<file path="src/rtl/muldiv_seq.sv">
// Sequencer between the control unit and the multicycle mult/div units.
// Latches operands, pulses the selected unit's start, waits with a watchdog, and owns HI/LO.
module muldiv_seq #(
  parameter int unsigned WIDTH   = 32,
  parameter int unsigned TIMEOUT = 64
) (
  input  logic             clk,
  input  logic             reset,
  input  logic             Start,
  input  logic [1:0]       Op,
  input  logic [WIDTH-1:0] RegAOut,
  input  logic [WIDTH-1:0] RegBOut,
  output logic [WIDTH-1:0] UnitA,
  output logic [WIDTH-1:0] UnitB,
  output logic             MultCtrl,
  input  logic             MultDone,
  input  logic [WIDTH-1:0] MultHI,
  input  logic [WIDTH-1:0] MultLO,
  output logic             DivCtrl,
  input  logic             DivDone,
  input  logic [WIDTH-1:0] DivHI,
  input  logic [WIDTH-1:0] DivLO,
  output logic [WIDTH-1:0] HI,
  output logic [WIDTH-1:0] LO,
  output logic             Busy,
  output logic             Done,
  output logic             DivZero,
  output logic             Timeout
);

  localparam int unsigned     TW    = $clog2(TIMEOUT) + 1;
  localparam logic [TW-1:0]   TLAST = TW'(TIMEOUT - 1);

  typedef enum logic [1:0] {S_IDLE, S_LAUNCH, S_WAIT, S_FINISH} state_t;
  typedef enum logic [1:0] {OP_MULT = 2'b00, OP_DIV = 2'b01, OP_MTHI = 2'b10, OP_MTLO = 2'b11} op_t;

  state_t           state, state_n;
  op_t              op_q, op_n;
  logic [WIDTH-1:0] a_q, a_n, b_q, b_n, hi_q, hi_n, lo_q, lo_n;
  logic [TW-1:0]    timer_q, timer_n;
  logic             dz_q, dz_n, to_q, to_n;
  logic             sel_done;
  logic [WIDTH-1:0] sel_hi, sel_lo;

  // Only the launched unit's handshake is observed; the other unit's done is ignored.
  always_comb begin
    sel_done = MultDone;
    sel_hi   = MultHI;
    sel_lo   = MultLO;
    if (op_q == OP_DIV) begin
      sel_done = DivDone;
      sel_hi   = DivHI;
      sel_lo   = DivLO;
    end
  end

  always_comb begin
    state_n = state;
    op_n    = op_q;
    a_n     = a_q;
    b_n     = b_q;
    hi_n    = hi_q;
    lo_n    = lo_q;
    timer_n = timer_q;
    dz_n    = 1'b0;
    to_n    = 1'b0;
    case (state)
      S_IDLE: begin
        if (Start) begin
          op_n = op_t'(Op);
          a_n  = RegAOut;
          b_n  = RegBOut;
          case (op_t'(Op))
            OP_MTHI: begin hi_n = RegAOut; state_n = S_FINISH; end
            OP_MTLO: begin lo_n = RegAOut; state_n = S_FINISH; end
            OP_DIV: begin
              if (RegBOut == '0) begin
                dz_n    = 1'b1;
                state_n = S_FINISH;
              end else begin
                state_n = S_LAUNCH;
              end
            end
            default: state_n = S_LAUNCH;
          endcase
        end
      end
      S_LAUNCH: begin
        timer_n = '0;
        state_n = S_WAIT;
      end
      S_WAIT: begin
        // A done in the last allowed cycle still wins over the watchdog.
        if (sel_done) begin
          hi_n    = sel_hi;
          lo_n    = sel_lo;
          state_n = S_FINISH;
        end else if (timer_q == TLAST) begin
          to_n    = 1'b1;
          state_n = S_FINISH;
        end else begin
          timer_n = timer_q + TW'(1);
        end
      end
      S_FINISH: state_n = S_IDLE;
      default:  state_n = S_IDLE;
    endcase
  end

  always_ff @(posedge clk or negedge reset) begin
    if (!reset) begin
      state   <= S_IDLE;
      op_q    <= OP_MULT;
      a_q     <= '0;
      b_q     <= '0;
      hi_q    <= '0;
      lo_q    <= '0;
      timer_q <= '0;
      dz_q    <= 1'b0;
      to_q    <= 1'b0;
    end else begin
      state   <= state_n;
      op_q    <= op_n;
      a_q     <= a_n;
      b_q     <= b_n;
      hi_q    <= hi_n;
      lo_q    <= lo_n;
      timer_q <= timer_n;
      dz_q    <= dz_n;
      to_q    <= to_n;
    end
  end

  assign UnitA    = a_q;
  assign UnitB    = b_q;
  assign HI       = hi_q;
  assign LO       = lo_q;
  assign Busy     = (state != S_IDLE);
  assign Done     = (state == S_FINISH);
  assign MultCtrl = (state == S_LAUNCH) && (op_q == OP_MULT);
  assign DivCtrl  = (state == S_LAUNCH) && (op_q == OP_DIV);
  assign DivZero  = dz_q;
  assign Timeout  = to_q;

endmodule

</file>
<file path="config.mk">
export PLATFORM = sky130hd
export DESIGN_NAME = muldiv_seq
export DESIGN_NICKNAME = d
export VERILOG_FILES = /design/src/rtl/muldiv_seq.sv
export SDC_FILE = /design/constraint.sdc
export NUM_CORES = 1
export LEC_CHECK = 0
export CELL_PAD_IN_SITES_DETAIL_PLACEMENT = 1
export CELL_PAD_IN_SITES_GLOBAL_PLACEMENT = 1
export CORE_MARGIN = 3
export CORE_UTILIZATION = 30
export DETAILED_ROUTE_END_ITERATION = 6
export PLACE_DENSITY = 0.81
export SETUP_SLACK_MARGIN = 0.05
export SLEW_MARGIN = 20
export SYNTH_ARGS = -nofsm -noshare
export SYNTH_HDL_FRONTEND = slang
export SYNTH_SLANG_ARGS = --single-unit
</file>
<file path="constraint.sdc">
create_clock -name clk -period 2.6 [get_ports clk]
set_input_delay 0.65 -clock clk [delete_from_list [all_inputs] [get_ports clk]]
set_output_delay 0.65 -clock clk [all_outputs]
set_load 0.05 [all_outputs]
</file>
# After elaboration in Yosys (flattened, before gate mapping)
# Cells that the tools add are included.
[word_totals] regBits=141 mem_count=0 elab_cells=66 latchBits=0 ram_bits=0 romBits=0
[classes] n_div=0 reduce_logical=14 bitwise=0 n_mux=27 n_eq_ne=15 shifts=0 mul=0 order_cmp=0 n_addsub=1
[op_table] cell="$mux 32" n=8
[op_table] cell="$pmux 32 s2" n=2
[op_table] cell="$logic_not 32->1" n=1
[op_table] cell="$mux 7" n=2
[op_table] cell="$pmux 7 s2" n=1
[op_table] cell="$eq 2x2->1 const B" n=4
[op_table] cell="$mux 1" n=8
[op_table] cell="$mux 2" n=4
[op_table] cell="$ne 2x2->1 const B" n=4
[op_table] cell="$pmux 2 s4" n=1
[op_table] cell="$reduce_and 4->1" n=2
[op_table] cell="$add 7x1->7 const B" n=1
[op_table] cell="$eq 7x6->1 const B" n=1
[op_table] cell="$eq 2x1->1 const B" n=3
[op_table] cell="$reduce_bool 2->1" n=3
[op_table] cell="$logic_not 2->1" n=2
[op_table] cell="$ne 2x1->1 const B" n=2
[op_table] cell="$pmux 2 s2" n=1
[op_table] cell="$reduce_and 2->1" n=2
[op_table] cell="$ne 3x3->1 const B" n=1
[op_table] cell="$reduce_and 3->1" n=1
[op_table] cell="$logic_and 1x1->1" n=2
[op_table] cell="$reduce_or 2->1" n=1

# Longest topological paths before layout
# Gate-level depths: netlist (run 1).
[logic_depth] ltp_word=5 depth_mapped=9 depth_no_buf=7

# Worst setup path after synthesis (run 1)
# OpenSTA, ideal clock, no wires.
[synth_path] path_type="register -> output" startpoint="register state[1]" endpoint="output port MultCtrl" n_path_buf=0 path_stages_with_launch=4 path_slack_ns=0.128 t_arrival_ns=1.822 required_time_ns=1.950 path_cell_list="dfrtp_1 inv_1 ha_1 nor3b_1"
[synth_between] elab_chain_len=2
[synth_rtl] item="start: declaration" line_no="37" rtl="state_t state, state_n;"
[synth_rtl] item="start signal: assignment" line_no="122" rtl="state <= state_n;"
[synth_rtl] item="$eq 2x1->1" line_no="140" rtl="assign MultCtrl = (state == S_LAUNCH) && (op_q == OP_MULT);"
[synth_rtl] item="$logic_and 1x1->1" line_no="140"
[synth_rtl] item="end: declaration" line_no="15" rtl="output logic MultCtrl,"
# Every way passes these cells.

# Worst setup path in the final report (run 1)
# Same ends and word-level chain as after synthesis.

==> results of run 1 <==
-- report_power, final --
group          internal [mW]  switching [mW]
clock network           1.36            1.04
registers               3.28           0.610
logic                   3.62            6.57
total                   8.26            8.21
-- critical path: cells and delay by family, from the launching register on --
family / cells / cell delay (ns)
buffers and inverters: 2 / 0.37
AND/OR/NAND/NOR: 1 / 0.23
adder cells (fa/ha/maj): 1 / 0.25
flip-flops: 1 / 0.44
-- sequential cells by signal, indices dropped and copies added (netlist names) --
signal	cells
timer_q	7
Timeout	1
op_q	2
DivZero	1
state	2
HI	32
UnitA	32
LO	32
UnitB	32
-- area by class of cell --
type                       instances  area, um^2  area share [%]
multi-input combinational        420        2858           26.22
tap                              275       344.1           3.157
inverter                           6       22.52          0.2067
sequential                       141        3528           32.38
timing repair buffer             353        3572           32.78
clock inverter                    13       133.9           1.228
clock buffer                      18       439.2           4.030
-- logic make-up after synthesis --
kind of cell,after synthesis
AO/OA/AOI/OAI,145
adder cells (fa/ha/maj),6
buffers and inverters,50
flip-flops,141
multiplexers,66
AND/OR/NAND/NOR,203
-- layer usage --
metal	global-route usage, %	share of wire [%]	vias to the layer above
li1	-	-	2866
met3	7.599	8.9	47
met1	26.06	39	3117
met2	37.08	49	275
met4	8.200	3.2	0
met5	0	0	-
-- metrics by stage --
stage	instances	hold WS [ns]	utilization [%]
after floorplan	611	0.3544	-
after global placement	1195	0.4395	48.66
after detailed placement	1195	0.4648	48.66
after CTS	1226	0.2355	51.36
after global routing	1226	0.2437	51.36
final	1226	0.2178	51.36
-- final timing paths --
path	from	end
max	state[1]	MultCtrl
min	reset	LO[16]
max reg2reg	state[0]	HI[1]
min reg2reg	HI[30]	HI[30]
max in group asynchronous	reset	UnitA[7]
min in group clk	HI[30]	HI[30]
-- synthesized netlist by cell type (2+ instances only) --
master    number
dfrtp_1      141
nand2_1      135
mux2_2        66
a21o_1        65
a311oi_1      65
nor2_1        38
clkbuf_1      33
buf_2          7
ha_1           6
inv_1          6
nor4_1         6
or3_1          6
a21oi_1        4
buf_1          4
o21ai_0        4
nand3_1        3
nand2b_1       2
nand4_1        2
nor2b_1        2
nor3_1         2
==> impl_metrics.csv, run 1 <==
group,metric,value,unit
layout,antennaDiodeCount,0,
sta,fin_crit_sh,90.55,%
synth,synth_cell_types,34,
global_routing,first_global_vias,6951,
critical_path,start_kind,"register",
sta,grt_setup_unrepaired,"no",
sta,hold_viol,0,
synth,yosys.area_share.simple,12.80,%
sta,worst_slack,0.2458,ns
clock_tree,clock-sinks,141,
synth,synthArstFlopShare,100.0,%
placed_design,dpl_cell_area,0.01032,mm^2
synth,synth_top_family_by_area,"compound AO/OA/AOI/OAI gates",
floorplan,die_width,153.7,um
layout,fillers,2298,
clock_tree,h-tree-depth,4,
synth,synthesis.nets,816,
clock_tree,clk_path_buf_depth,2,
sta,worst_pin_slew,0.5975,ns
floorplan,core,0.02122,mm^2
placed_design,place_ws,-0.02553,ns
placed_design,portBuffers,332,
global_routing,antenna_found_initial,0,
detailed_routing,wl_per_cell,21.56,um
placed_design,gp_congestion,0.8611,
detailed_routing,via_per_inst,5.143,
power_and_ir_drop,power,16.47,mW
synth,avgSynthCellArea,10.72,um^2
global_routing,grt_first_pass_wirelength,40550,um
synth,yosys_warnings,0,
sta,slew_violations,0,
sta,relSlewSlack,60.17,%
floorplan,die_y,153.7,um
synth,synth.area.top_cells,"dfrtp_1, mux2_2, a311oi_1",
critical_path,cp_data_arrival_time,1.70,ns
synth,synth_compound_area_share,17.83,%
clock_tree,clk_latency,0.42,ns
floorplan,die-area,0.02364,mm^2
floorplan,rows,53,
synth,synth_top_cell_by_area,"dfrtp_1",
placed_design,dpl.hpwl,19790,um
global_routing,grt_remaining_overflow,0,
clock_tree,clkTransAtPathRegs,0.07,ns
layout,area_growth,66.41,%
sta,fin_crit,2.354,ns
clock_tree,root_buffer,"clkbuf_16",
sta,skew,0.007099,ns
synth,synth_xor_area_share,0,%
synth,synthAdderAreaFrac,1.146,%
critical_path,r2r_slack,0.50,ns
synth,ys_seq_area_share,53.88,%
layout,drive_gt1_share,13.67,%
status,outcome,"completed",
layout,final_common_cell,"clkdlybuf4s50_1",
synth,synth_area,0.006549,mm^2
detailed_routing,num_vias,6305,
critical_path,worst_path_largest_cell_delay,0.44,ns
critical_path,cp.required,1.95,ns
synth,yosys.area.top_type_share,53.88,%
synth,synth.ff_latch_count,141,
synth,synth_top_flop_cell,"dfrtp_1",
global_routing,grt_max_degree,55,
critical_path,cp_slowest_cell,"dfrtp_1",
clock_tree,cts_made_buffers,17,
run,cap_violations,0,
power_and_ir_drop,ir_drop,1137,uV
power_and_ir_drop,total_leakage_power,4.823,nW
detailed_routing,ant_nets,0,
layout,final_nets,1144,
clock_tree,post_cts_resized,0,
clock_tree,postCtsSetupBuffers,0,
floorplan,floorplan.initialDensity,30.86,%
synth,netlist_instances,611,
global_routing,grt_usage,22.01,%
synth,synthMuxAreaShare,11.35,%
power_and_ir_drop,p_per_area,1512,mW/mm^2
layout,final_cell_mix,"clkdlybuf4s50_1, dfrtp_1, nand2_1",
floorplan,pin_count,333,
sta,fin_tns_setup,0,ns
synth,synth_edf_count,0,
detailed_routing,drt_iter0_drc,215,
detailed_routing,drcViolationCount,0,
sta,max_freq,424.8,MHz
sta,finalSetupViolations,0,
detailed_routing,wl,26430,um
critical_path,crit_fanout,4,
critical_path,crit_type,"register to primary output",
critical_path,path_cells,"inv_1 > ha_1 > nor3b_1 > buf_4",
min_path,hold_class,"input pin to async pin",
clock_tree,cts_tree,"done",
detailed_routing,firstDrtPassIters,4,
layout,stdcell_area,0.01090,mm^2
critical_path,reg2reg_depth,8,
clock_tree,hold_buffers,0,
critical_path,cp-end-kind,"primary output",
Note: power is estimated with default switching activity, not from simulation.
==> run 2, diff against run 1 <==
--- a/config.mk
+++ b/config.mk
@@ -7,7 +7,6 @@
 export LEC_CHECK = 0
 export CELL_PAD_IN_SITES_DETAIL_PLACEMENT = 1
 export CELL_PAD_IN_SITES_GLOBAL_PLACEMENT = 1
-export CORE_MARGIN = 3
 export CORE_UTILIZATION = 30
 export DETAILED_ROUTE_END_ITERATION = 6
 export PLACE_DENSITY = 0.81
==> constraint.sdc (replaced) <==
create_clock -name clk -period 2.6 [get_ports clk]
set_input_delay 0.39 -clock clk [delete_from_list [all_inputs] [get_ports clk]]
set_output_delay 0.39 -clock clk [all_outputs]
set_load 0.05 [all_outputs]
==> run 2 against run 1 <==
Net effect:
- combinational power about the same
- setup slack worse by 0.0079 ns
- clock skew about the same
- highest routed layer unchanged
- largest cell class is now flip-flops and latches
- largest power group unchanged
==> impl_metrics.csv, run 2 (same netlist as run 1, synthesis figures left out) <==
group,metric,value,unit
status,outcome,"completed",
critical_path,cp_slowest_cell,"dfrtp_1",
detailed_routing,wl_met3,2323,um
global_routing,grt_max_degree,55,
sta,fin_crit,2.362,ns
layout,drive_gt1_share,13.28,%
global_routing,grt_usage,22.75,%
power_and_ir_drop,power,16.38,mW
sta,finalSetupViolations,0,
placed_design,portBuffers,332,
floorplan,die_y,149.7,um
clock_tree,post_cts_resized,0,
sta,worst_pin_slew,0.6276,ns
floorplan,core,0.02122,mm^2
critical_path,crit_top_cell,"buf_4",
sta,max_freq,423.3,MHz
detailed_routing,wl,25380,um
global_routing,first_global_vias,6709,
clock_tree,clk_path_buf_depth,2,
critical_path,cp_data_arrival_time,1.97,ns
run,cap_violations,0,
sta,skew,0.007475,ns
critical_path,cp-end-kind,"primary output",
sta,holdWs,0.4612,ns
detailed_routing,via_per_inst,5.083,
detailed_routing,firstDrtPassIters,4,
layout,final_nets,1141,
power_and_ir_drop,p_per_area,1511,mW/mm^2
detailed_routing,drcViolationCount,0,
sta,fin_tns_setup,0,ns
layout,final_cells,1224,
power_and_ir_drop,ir_drop,824.9,uV
floorplan,floorplan.initialDensity,30.86,%
floorplan,rows,53,
detailed_routing,ant_nets,0,
placed_design,dp.cells,1191,
sta,grt_setup_unrepaired,"no",
critical_path,crit_fanout,12,
detailed_routing,drt_iter0_drc,285,
detailed_routing,wl_met1,10590,um
clock_tree,clkTransAtPathRegs,0.06,ns
placed_design,gp_congestion,0.8205,
detailed_routing,wl_per_cell,20.73,um
clock_tree,clk_latency,0.42,ns
detailed_routing,wl_met2,11870,um
layout,area_growth,65.53,%
sta,slew_violations,0,
critical_path,crit_type,"register to primary output",
critical_path,reg2reg_depth,8,
floorplan,die-area,0.02242,mm^2
clock_tree,cts_tree,"done",
clock_tree,postCtsSetupBuffers,0,
layout,stdcell_area,0.01084,mm^2
layout,final_common_cell,"clkdlybuf4s50_1",
global_routing,antenna_found_initial,0,
global_routing,grt_first_pass_wirelength,38080,um
clock_tree,cts_made_buffers,17,
critical_path,worst_path_largest_cell_delay,0.41,ns
floorplan,pin_count,333,
detailed_routing,top_layer,"met4",
floorplan,die_width,149.7,um
sta,relSlewSlack,58.03,%
layout,final_cell_mix,"clkdlybuf4s50_1, dfrtp_1, nand2_1",
clock_tree,hold_buffers,1,
placed_design,dpl_cell_area,0.01026,mm^2
critical_path,path_cells,"and2b_2 > buf_4 > and2_1 > buf_4",
power_and_ir_drop,total_leakage_power,4.790,nW
clock_tree,h-tree-depth,4,
detailed_routing,num_vias,6221,
global_routing,grt_remaining_overflow,0,
min_path,hold_class,"register to register",
min_path,hold_path_depth,1,
layout,antennaDiodeCount,0,
sta,hold_viol,0,
critical_path,start_kind,"register",
placed_design,dpl.hpwl,19080,um
critical_path,cp.required,2.21,ns
clock_tree,root_buffer,"clkbuf_16",
sta,fin_crit_sh,90.85,%
clock_tree,clock-sinks,141,
run 2: power breakdown:
group	leakage [nW]	internal [mW]	switching [mW]
combinational	2.80	3.60	6.53
clock	0.278	1.28	1.11
sequential	1.72	3.27	0.583
total	4.79	8.15	8.23
run 2: routing by layer:
layer	up-vias	track usage (%)
met2	253	37.92
li1	2858	-
met3	32	7.744
met4	0	7.525
met1	3078	27.38
met5	-	0
run 2: area by class of cell:
class	instances	area (um^2)
flip-flops and latches	141	3528
clock inverters	15	145.1
clock buffers	17	425.4
fillers	2292	10380
inverters	6	22.52
well taps	275	344.1
multi-input cells	420	2858
repair buffers	350	3517
run 2: metrics by stage:
stage | worst slack (ns) | util [%]
3_3_place_gp | 0.2893 | 48.35
4_1_cts | 0.1786 | 51.08
6_report | 0.2379 | 51.08
2_1_floorplan | 0.3879 | -
3_5_place_dp | 0.2474 | 48.35
5_1_grt | 0.1416 | 51.08
run 2: path summary, 6_finish.rpt:
check / startpoint / endpoint / slack (ns)
worst max-delay path: op_q[1] / DivCtrl / 0.24
worst min-delay path: timer_q[6] / Timeout / 0.46
worst max register to register: state[0] / LO[28] / 0.42
worst min register to register: timer_q[6] / Timeout / 0.46
max in group asynchronous: reset / UnitA[20] / 1.41
min in group asynchronous: reset / HI[27] / 0.49
run 2: critical path, delay by kind of cell (launching register included):
kind	cells	cell delay, ns
simple gates	2	0.64
buf+inv	2	0.50
flops	1	0.41
==> run 3, diff against run 2 <==
--- a/config.mk
+++ b/config.mk
@@ -7,6 +7,7 @@
 export LEC_CHECK = 0
 export CELL_PAD_IN_SITES_DETAIL_PLACEMENT = 1
 export CELL_PAD_IN_SITES_GLOBAL_PLACEMENT = 1
+export CORE_MARGIN = 1
 export CORE_UTILIZATION = 30
 export DETAILED_ROUTE_END_ITERATION = 6
 export PLACE_DENSITY = 0.81
==> results of run 3 <==
Same layout as run 2: the final DEF is identical, and so are final timing and power.
